$ cat config.mk
export PLATFORM = sky130hd
export DESIGN_NAME = input_row_fetch_scheduler
export DESIGN_NICKNAME = d
export VERILOG_FILES = /design/src/rtl/input_layer_pkg.sv /design/src/rtl/pingpong_bank_tracker.sv /design/src/rtl/input_row_fetch_scheduler.sv
export SDC_FILE = /design/constraint.sdc
export NUM_CORES = 1
export LEC_CHECK = 0
export ABC_AREA = 1
export BUFFER_PORTS_ARGS = -buffer_cell sky130_fd_sc_hd__buf_4
export CORE_UTILIZATION = 52
export DETAILED_ROUTE_END_ITERATION = 7
export HOLD_SLACK_MARGIN = 0.15
export PLACE_DENSITY = 0.81
export SLEW_MARGIN = 15
export SYNTH_ARGS = -nofsm -noshare
export SYNTH_HDL_FRONTEND = slang
export SYNTH_SLANG_ARGS = --single-unit
$ cat constraint.sdc
create_clock -name clk -period 4.95 [get_ports clk]
set_input_delay 0.495 -clock clk [delete_from_list [all_inputs] [get_ports clk]]
set_output_delay 0.495 -clock clk [all_outputs]
set_load 0.02 [all_outputs]
$ cat src/rtl/input_layer_pkg.sv
// Shared constants, FSM state encoding and bank descriptor type for the
// input row fetch scheduler.
package input_layer_pkg;

   localparam int BURST_BYTES        = 64;
   localparam int LAYER_STRIDE_SHIFT = 12;
   localparam int ROW_STRIDE_SHIFT   = $clog2(BURST_BYTES);

   localparam logic [1:0] AXI_BURST_INCR   = 2'b01;
   localparam logic [3:0] AXI_CACHE_NORMAL = 4'b0011;

   typedef enum logic [2:0] {
      ST_IDLE,
      ST_WAIT_BANK,
      ST_ADDR,
      ST_DATA,
      ST_NEXT,
      ST_DRAIN
   } state_e;

   typedef struct packed {
      logic [9:0] layer;
      logic [9:0] row_base;
      logic [2:0] rows;
   } bank_desc_t;

endpackage

$ cat src/rtl/pingpong_bank_tracker.sv
// Two-bank ping-pong bookkeeping: write/read pointers, filled flags and the
// descriptor captured for each bank when it is handed to the consumer.
module pingpong_bank_tracker
   import input_layer_pkg::*;
(
   input  logic       clk,
   input  logic       reset_n,
   input  logic       set,
   input  logic [9:0] set_layer,
   input  logic [9:0] set_row_base,
   input  logic [2:0] set_rows,
   input  logic       free,
   output logic       wr_ptr,
   output logic [1:0] bank_rdy,
   output logic [9:0] layer_id,
   output logic [9:0] row_base,
   output logic [2:0] rows
);

   logic       rd_ptr;
   logic       free_ok;
   logic [1:0] rdy_next;
   bank_desc_t desc [2];

   // A release against an empty bank is dropped without moving the read pointer.
   assign free_ok = free && bank_rdy[rd_ptr];

   // NOTE: every always_comb output gets a default first so no path infers a latch.
   always_comb begin
      rdy_next = bank_rdy;
      if (free_ok) rdy_next[rd_ptr] = 1'b0;
      if (set)     rdy_next[wr_ptr] = 1'b1;
   end

   // NOTE: sequential state uses non-blocking assignments only, so every
   // register samples pre-edge values regardless of statement order.
   always_ff @(posedge clk) begin
      if (!reset_n) begin
         wr_ptr   <= 1'b0;
         rd_ptr   <= 1'b0;
         bank_rdy <= 2'b00;
         // NOTE: only two descriptor entries, reset so the outputs read 0 out of reset.
         for (int i = 0; i < 2; i++) desc[i] <= '0;
      end else begin
         bank_rdy <= rdy_next;
         if (free_ok) rd_ptr <= ~rd_ptr;
         if (set) begin
            desc[wr_ptr] <= '{layer: set_layer, row_base: set_row_base, rows: set_rows};
            wr_ptr       <= ~wr_ptr;
         end
      end
   end

   assign layer_id = desc[rd_ptr].layer;
   assign row_base = desc[rd_ptr].row_base;
   assign rows     = desc[rd_ptr].rows;

endmodule

$ cat src/rtl/input_row_fetch_scheduler.sv
// Walks (row group, layer) pairs, issues one AXI read burst per 64-byte row
// and fills a two-bank ping-pong row buffer for the window streamer.
module input_row_fetch_scheduler
   import input_layer_pkg::*;
#(
   parameter int C_S_AXI_ID_WIDTH   = 3,
   parameter int C_S_AXI_ADDR_WIDTH = 32,
   parameter int C_S_AXI_DATA_WIDTH = 64,
   parameter int C_S_AXI_BURST_LEN  = 8,
   parameter int BUF_ROWS           = 4
) (
   input  logic                          clk,
   input  logic                          reset_n,
   input  logic                          start,
   input  logic [C_S_AXI_ADDR_WIDTH-1:0] axi_address,
   input  logic [9:0]                    no_of_input_layers,
   input  logic [9:0]                    input_layer_row_size,
   output logic                          busy,
   output logic                          done,
   output logic                          rresp_err,
   output logic [C_S_AXI_ID_WIDTH-1:0]   M_axi_arid,
   output logic [C_S_AXI_ADDR_WIDTH-1:0] M_axi_araddr,
   output logic [7:0]                    M_axi_arlen,
   output logic [2:0]                    M_axi_arsize,
   output logic [1:0]                    M_axi_arburst,
   output logic                          M_axi_arvalid,
   input  logic                          M_axi_arready,
   input  logic [C_S_AXI_ID_WIDTH-1:0]   M_axi_rid,
   input  logic [C_S_AXI_DATA_WIDTH-1:0] M_axi_rdata,
   input  logic [1:0]                    M_axi_rresp,
   input  logic                          M_axi_rlast,
   input  logic                          M_axi_rvalid,
   output logic                          M_axi_rready,
   output logic                          buf_wr_en,
   output logic [5:0]                    buf_wr_addr,
   output logic [C_S_AXI_DATA_WIDTH-1:0] buf_wr_data,
   output logic [1:0]                    bank_rdy,
   output logic [9:0]                    bank_layer_id,
   output logic [9:0]                    bank_row_base,
   output logic [2:0]                    bank_rows,
   input  logic                          bank_release
);

   localparam int         AW        = C_S_AXI_ADDR_WIDTH;
   localparam logic [2:0] BEAT_LAST = 3'(C_S_AXI_BURST_LEN - 1);

   state_e          state, state_next;
   logic [AW-1:0]   cfg_base;
   logic [9:0]      cfg_layers, cfg_rows;
   logic [9:0]      layer, row_base, row, rows_left;
   logic [1:0]      row_off;
   logic [2:0]      beat, rows_cur;
   logic            last_row, last_pair, bank_set, wr_ptr;

   // rid and rlast carry nothing the beat counter does not already know.
   logic unused;
   assign unused = &{1'b0, M_axi_rid, M_axi_rlast};

   assign rows_left = cfg_rows - row_base;
   assign rows_cur  = (rows_left >= 10'(BUF_ROWS)) ? 3'(BUF_ROWS) : rows_left[2:0];
   assign row       = row_base + {8'b0, row_off};
   assign last_row  = ({1'b0, row_off} + 3'd1) == rows_cur;
   assign last_pair = (layer == cfg_layers - 10'd1) && (row_base == cfg_rows - 10'd3);

   assign M_axi_arid    = C_S_AXI_ID_WIDTH'(1);
   assign M_axi_arlen   = 8'(C_S_AXI_BURST_LEN - 1);
   assign M_axi_arsize  = 3'($clog2(C_S_AXI_DATA_WIDTH / 8));
   assign M_axi_arburst = AXI_BURST_INCR;
   assign M_axi_araddr  = cfg_base
                        + (AW'(layer) << LAYER_STRIDE_SHIFT)
                        + (AW'(row) << ROW_STRIDE_SHIFT);

   assign busy        = (state != ST_IDLE);
   assign buf_wr_addr = {wr_ptr, row_off, beat};
   assign buf_wr_data = M_axi_rdata;

   always_comb begin
      state_next    = state;
      M_axi_arvalid = 1'b0;
      M_axi_rready  = 1'b0;
      buf_wr_en     = 1'b0;
      bank_set      = 1'b0;
      done          = 1'b0;
      case (state)
         ST_IDLE:      if (start) state_next = ST_WAIT_BANK;
         ST_WAIT_BANK: if (!bank_rdy[wr_ptr]) state_next = ST_ADDR;
         ST_ADDR: begin
            M_axi_arvalid = 1'b1;
            if (M_axi_arready) state_next = ST_DATA;
         end
         ST_DATA: begin
            M_axi_rready = 1'b1;
            if (M_axi_rvalid) begin
               buf_wr_en = 1'b1;
               if (beat == BEAT_LAST) state_next = ST_NEXT;
            end
         end
         ST_NEXT: begin
            if (!last_row) begin
               state_next = ST_ADDR;
            end else begin
               bank_set   = 1'b1;
               state_next = last_pair ? ST_DRAIN : ST_WAIT_BANK;
            end
         end
         ST_DRAIN: begin
            if (bank_rdy == 2'b00) begin
               done       = 1'b1;
               state_next = ST_IDLE;
            end
         end
         default: state_next = ST_IDLE;
      endcase
   end

   always_ff @(posedge clk) begin
      if (!reset_n) begin
         state      <= ST_IDLE;
         cfg_base   <= '0;
         cfg_layers <= '0;
         cfg_rows   <= '0;
         layer      <= '0;
         row_base   <= '0;
         row_off    <= '0;
         beat       <= '0;
         rresp_err  <= 1'b0;
      end else begin
         state <= state_next;
         if (state == ST_IDLE && start) begin
            cfg_base   <= axi_address;
            cfg_layers <= no_of_input_layers;
            cfg_rows   <= input_layer_row_size;
            layer      <= '0;
            row_base   <= '0;
            row_off    <= '0;
            beat       <= '0;
            rresp_err  <= 1'b0;
         end
         if (buf_wr_en) begin
            beat <= beat + 3'd1;
            if (M_axi_rresp != 2'b00) rresp_err <= 1'b1;
         end
         // Layer is the inner loop; row_base only moves after the last layer.
         if (state == ST_NEXT) begin
            if (!last_row) begin
               row_off <= row_off + 2'd1;
            end else begin
               row_off <= '0;
               if (layer == cfg_layers - 10'd1) begin
                  layer    <= '0;
                  row_base <= row_base + 10'd1;
               end else begin
                  layer <= layer + 10'd1;
               end
            end
         end
      end
   end

   pingpong_bank_tracker u_tracker (
      .clk          (clk),
      .reset_n      (reset_n),
      .set          (bank_set),
      .set_layer    (layer),
      .set_row_base (row_base),
      .set_rows     (rows_cur),
      .free         (bank_release),
      .wr_ptr       (wr_ptr),
      .bank_rdy     (bank_rdy),
      .layer_id     (bank_layer_id),
      .row_base     (bank_row_base),
      .rows         (bank_rows)
   );

endmodule

# After elaboration in Yosys (flattened, before gate mapping)
# Memories as Yosys holds them, arrays and structs flattened. A register that Yosys moved wholly into a read port is not among the register bits.
# Cells that the tools add are included.
dict set report word_totals {
  output_inout_bits 149
  mem_count 1
  reg_bits 85
  ram_bits 46
  elab_cells 115
}
# name depth word_bits rd rd_clocked_by_memory_dff write_ports line_no
set mem_list {}
lappend mem_list {u_tracker.desc 2 23 1 1 2 pingpong_bank_tracker.sv:23} ;# bank_desc_t desc [2];
dict set report op_classes {
  n_mux 53
  order_cmp 5
  reduce_logical 13
  eq_ne 15
  bitwise 5
  addsub 11
}
# operator count
set ops {}
lappend ops {{$mux 10} 8}
lappend ops {{$mux 3} 11}
lappend ops {{$add 32x16->32} 1}
lappend ops {{$add 32x22->32} 1}
lappend ops {{$mux 1} 25}
lappend ops {{$mux 23} 1}
lappend ops {{$reduce_or 23->1} 1}
lappend ops {{$add 10x1->10 const B} 2}
lappend ops {{$eq 10x10->1} 2}
lappend ops {{$pmux 3 s6} 1}
lappend ops {{$ne 2x2->1 const B} 6}
lappend ops {{$add 10x2->10} 1}
lappend ops {{$ge 10x3->1 const B} 1}
lappend ops {{$mux 2} 5}
lappend ops {{$sub 10x1->10 const B} 1}
lappend ops {{$sub 10x10->10} 1}
lappend ops {{$sub 10x2->10 const B} 1}
lappend ops {{$eq 3x3->1 const B} 3}
lappend ops {{$eq 3x2->1 const B} 2}
lappend ops {{$reduce_and 6->1} 1}
lappend ops {{$reduce_bool 2->1} 3}
lappend ops {{$logic_and 1x1->1} 5}
lappend ops {{$lt 1x2->1 const B} 2}
lappend ops {{$add 2x1->3 const B} 1}
lappend ops {{other kinds (13)} 16}

# Longest topological paths before layout
dict set report logic_depth {
  word_depth 11
  depth_mapped 23
  ltp_nobuf 21
}

# Hierarchy
# A second synthesis with hierarchy kept.
dict set report hier_totals {
  cells_unflattened 1251
  hier_area_um2 9190.1
}
# mod cells_per_inst area_each_um2 n_inst
set by_module_without_submodules {}
lappend by_module_without_submodules {input_row_fetch_scheduler 1032 6921.6 1}
lappend by_module_without_submodules {pingpong_bank_tracker 219 2268.4 1}

# Worst setup path before layout
# OpenSTA, ideal clock, no wires.
dict set report synth_timing {
  path_type {reg-to-reg}
  start {reg row_base[2]}
  end {mem u_tracker.desc[0][0] in the netlist's numbering (enable)}
  t_required_ns 4.515
  path_stages_with_launch 18
  slack_ns 0.460
  arrival_time_ns 4.055
  n_path_buf 3
  path_cell_list {dfxtp_1 > clkbuf_1 > inv_1 > ha_1 > buf_6 > or2_4 > nand3_1 > nand3b_1 > nand2_2 > nand2_1 > nor2_1 > nand3_1 > nand2_1 > nand2_2 > nor2_4 > nand3_4 > buf_6 > o21ai_0}
}
# element line_no
set synth_rtl {}
lappend synth_rtl {{start, declared} input_row_fetch_scheduler.sv:50} ;# logic [9:0] layer, row_base, row, rows_left;
lappend synth_rtl {{start signal, assigned} input_row_fetch_scheduler.sv:151} ;# row_base <= row_base + 10'd1;
lappend synth_rtl {{end, declared} pingpong_bank_tracker.sv:23}

# Worst setup path in the final report
dict set report layout_timing {
  start {reg row_base[0]}
  end {out M_axi_araddr[31]}
}
dict set report layout_via {
  elab_chain_len 2
}
# element line_no
set layout_lines {}
lappend layout_lines {{$add 10x2->10} input_row_fetch_scheduler.sv:61} ;# assign row = row_base + {8'b0, row_off};
lappend layout_lines {{$add 32x16->32} input_row_fetch_scheduler.sv:71} ;# + (AW'(row) << ROW_STRIDE_SHIFT);
lappend layout_lines {{end, declared} input_row_fetch_scheduler.sv:22} ;# output logic [C_S_AXI_ADDR_WIDTH-1:0] M_axi_araddr,
# Every way passes these cells.

==> qor.txt <==
Outcome: completed
Max Slew Vio Count: 0
Iter 0 DRT Violations: 504
Register area: 3104 um2
Share of post-route cells with drive strength above 1: 19.24%
Non-filler instance count after layout: 1,436
Tcrit/Tclk final: 95.69%
Io pins: 277
ANT cells: 0
Core Rows: 47
Core box area: 16,580 um2
Total global routing overflow: 0
Final nets: 1,384
Min Tclk post-route: 4737 ps
Synth top area share: 19.42%
Multi-input gate area: 4573 um2
Most frequent cells after synthesis: nor2_1 (176), nand2_1 (174), inv_1 (120)
CTS tree: done
WP data required: 4450 ps
Crit path launch type: flop
Clock Tree Buf Depth: 2
Worst Hold Class: input pin to flop
Post-DP HPWL: 15,190 um
Total CTS buffers: 17
Wire length per cell: 14.61 um
Initial antenna violation count: 0
Sequential share of the synthesized area: 35.01%
DIE AREA: 17,570 um2
Vias in the first global route: 7,001
Crit end category: primary output
Worst slew pin tran: 1063 ps
Syn-to-layout area delta: 13.76%
Slack of the critical path: 213.3 ps
H-Tree Depth: 4
GRT Util Overall: 24.32%
Arr. time, crit path: 4240 ps
Pwr/cell area: 416.5 nW/um2
Clock transition at path regs: 60 ps
WS Path Type: flop to primary output
Drt drc: 0
Die width: 132.6 um
Synth unique cells: 46
Mapped Cells: 1,153
Post-Place Cells: 1,404
Final hold vios: 0
Synth warn: 0
Worst vdd ir: 0.3151 mV
CTS Sinks: 132
Max cap viols: 0
Core Util, Final: 60.80%
Area of placed instances: 9405 um2
Fillers: 1,459
Root Driver: clkbuf_16
Final Total Pwr: 4200 uW
EDFF count, synth: 46
Ys async rst share: 0%
Pre-Repair DR Iteration Count: 5
Avg Synthesized Cell Area: 7.687 um2
Largest net degree at the start of global routing: 80
Final wirelength: 20,980 um
F_max: 211.1 MHz
Final ANT Viol Nets: 0
Place WS: 166.0 ps
Leakage: 0.004822 uW
RD Place Congestion: 0.8784
Fin Clk Skew: 7.735 ps
Vias per std cell: 5.279
Final setup viols: 0
I/O Buffers: 128
Primary FF master, synth: dfxtp_1
Insertion delay to the later sink of the worst-skew pair: 420 ps
First-pass GRT wire length: 34,070 um
Initial Util: 53.45%
Post-Syn Area: 8864 um2
Seq cells post-synth: 132
Final Cell Area: 10,080 um2
Max-slew headroom: 29.01%
CP Max Fanout: 5
Most numerous cell in the Yosys netlist: nor2_1
Synth area leader: dfxtp_1
Die height: 132.6 um
Via count: 7,580
Synth area leaders: dfxtp_1 (19%), edfxtp_1 (16%), nor2_1 (7.5%), buf_4 (7.4%), nand2_1 (7.4%)
==> critical path, cell delays in order (launching register included) <==
cell and delay, ps:
dfxtp_1 400, ha_1 190, inv_1 60, fa_2 380, nor3_4 190, nand2_1 120
xor2_2 170, fa_1 490, ha_4 310, a21oi_1 80, o21ai_1 190, nand2_1 80
o211ai_1 90, a21oi_1 90, o21ai_1 210, inv_1 90, nor2_2 140, nand3_1 90
nor2_1 130, xor2_1 170, buf_4 160
==> state kept, by name, summed over array words and instances, names as in the netlist, named ones only <==
| signal | count |
|---|---|
| beat | 3 |
| cfg_base | 32 |
| cfg_layers | 10 |
| cfg_rows | 10 |
| layer | 10 |
| row_base | 10 |
| row_off | 2 |
| rresp_err | 1 |
| state | 3 |
| u_tracker.bank_rdy | 2 |
| u_tracker.desc | 46 |
| u_tracker.rd_ptr | 1 |
| u_tracker.wr_ptr | 1 |
==> layer usage <==
layer	part of all wire [%]	up-vias	wire length [um]	GRT usage, %
met1	47	3537	9933	32.29
met2	45	246	9365	38.98
met5	0	-	0	0
met3	6.4	41	1345	5.402
li1	-	3756	-	-
met4	1.6	0	340	8.493
==> cell usage in the layout (no fill, tap or decap), types with 14 or more instances in the layout <==
cell type	Yosys	layout
conb_1	2	16
a21oi_1	63	62
inv_1	120	119
o21ai_0	88	83
ha_1	46	44
nor2_1	176	174
buf_4	87	140
nand3_1	49	49
clkbuf_16	0	18
xor2_1	49	48
mux2_2	23	23
edfxtp_1	46	46
nand2_1	174	174
nand4_1	14	14
dfxtp_1	86	85
==> power breakdown <==
part	leakage, uW	total [uW]	internal (uW)	switching, uW
clock	0.000309	1300	840	460
sequential	0.00118	1380	1260	117
combinational	0.00333	1520	561	961
total	0.00482	4200	2660	1540
==> per-stage QoR <==
step	hold WS [ps]	setup TNS, ps
6_report	292.5	0
3_3_place_gp	458.7	0
2_1_floorplan	447.9	0
4_1_cts	280.6	0
5_1_grt	291.0	-27.26
3_5_place_dp	466.2	0
==> kinds of logic (layout without fill, tap and decap cells) <==
kind of cell / Yosys count / count (layout) / share of synthesized area (%)
xor gates and xnor gates: 61 / 61 / 6.338
DFF: 132 / 132 / 35.01
other: 2 / 16 / 0.08473
muxes: 23 / 23 / 2.922
AOI/OAI and AO/OA: 177 / 177 / 10.63
adders and majority gates: 53 / 53 / 8.074
and+or+nand+nor: 457 / 457 / 22.08
buffers and inverters: 248 / 297 / 14.86
==> final timing paths <==
kind                    from                    to  slack (ps)  depth (start not counted)
max reg2reg      row_base[2]  u_tracker.desc[0][9]        1010                         19
min reg2reg        rresp_err             rresp_err         470                          2
max              row_base[0]      M_axi_araddr[31]         210                         20
min          axi_address[11]          cfg_base[11]         290                          3
==> cell type report <==
class | instances | share of cell area (%)
multi-input cells | 787 | 45.35
flip-flops and latches | 132 | 30.79
repair buffers | 140 | 10.42
clock buffers | 21 | 4.777
inverters | 125 | 4.653
well taps | 220 | 2.730
clock inverters | 11 | 1.278
==> timing repair <==
item | 4_1_cts | 5_1_grt
pin swaps | 1 | 1
hold buffers | 0 | 0
endpoints found under the setup margin | 8 | 8
gates cloned | 0 | 0
setup buffers | 0 | 0
gates resized for setup | 4 | 14
(Power assumes the default switching activity.)
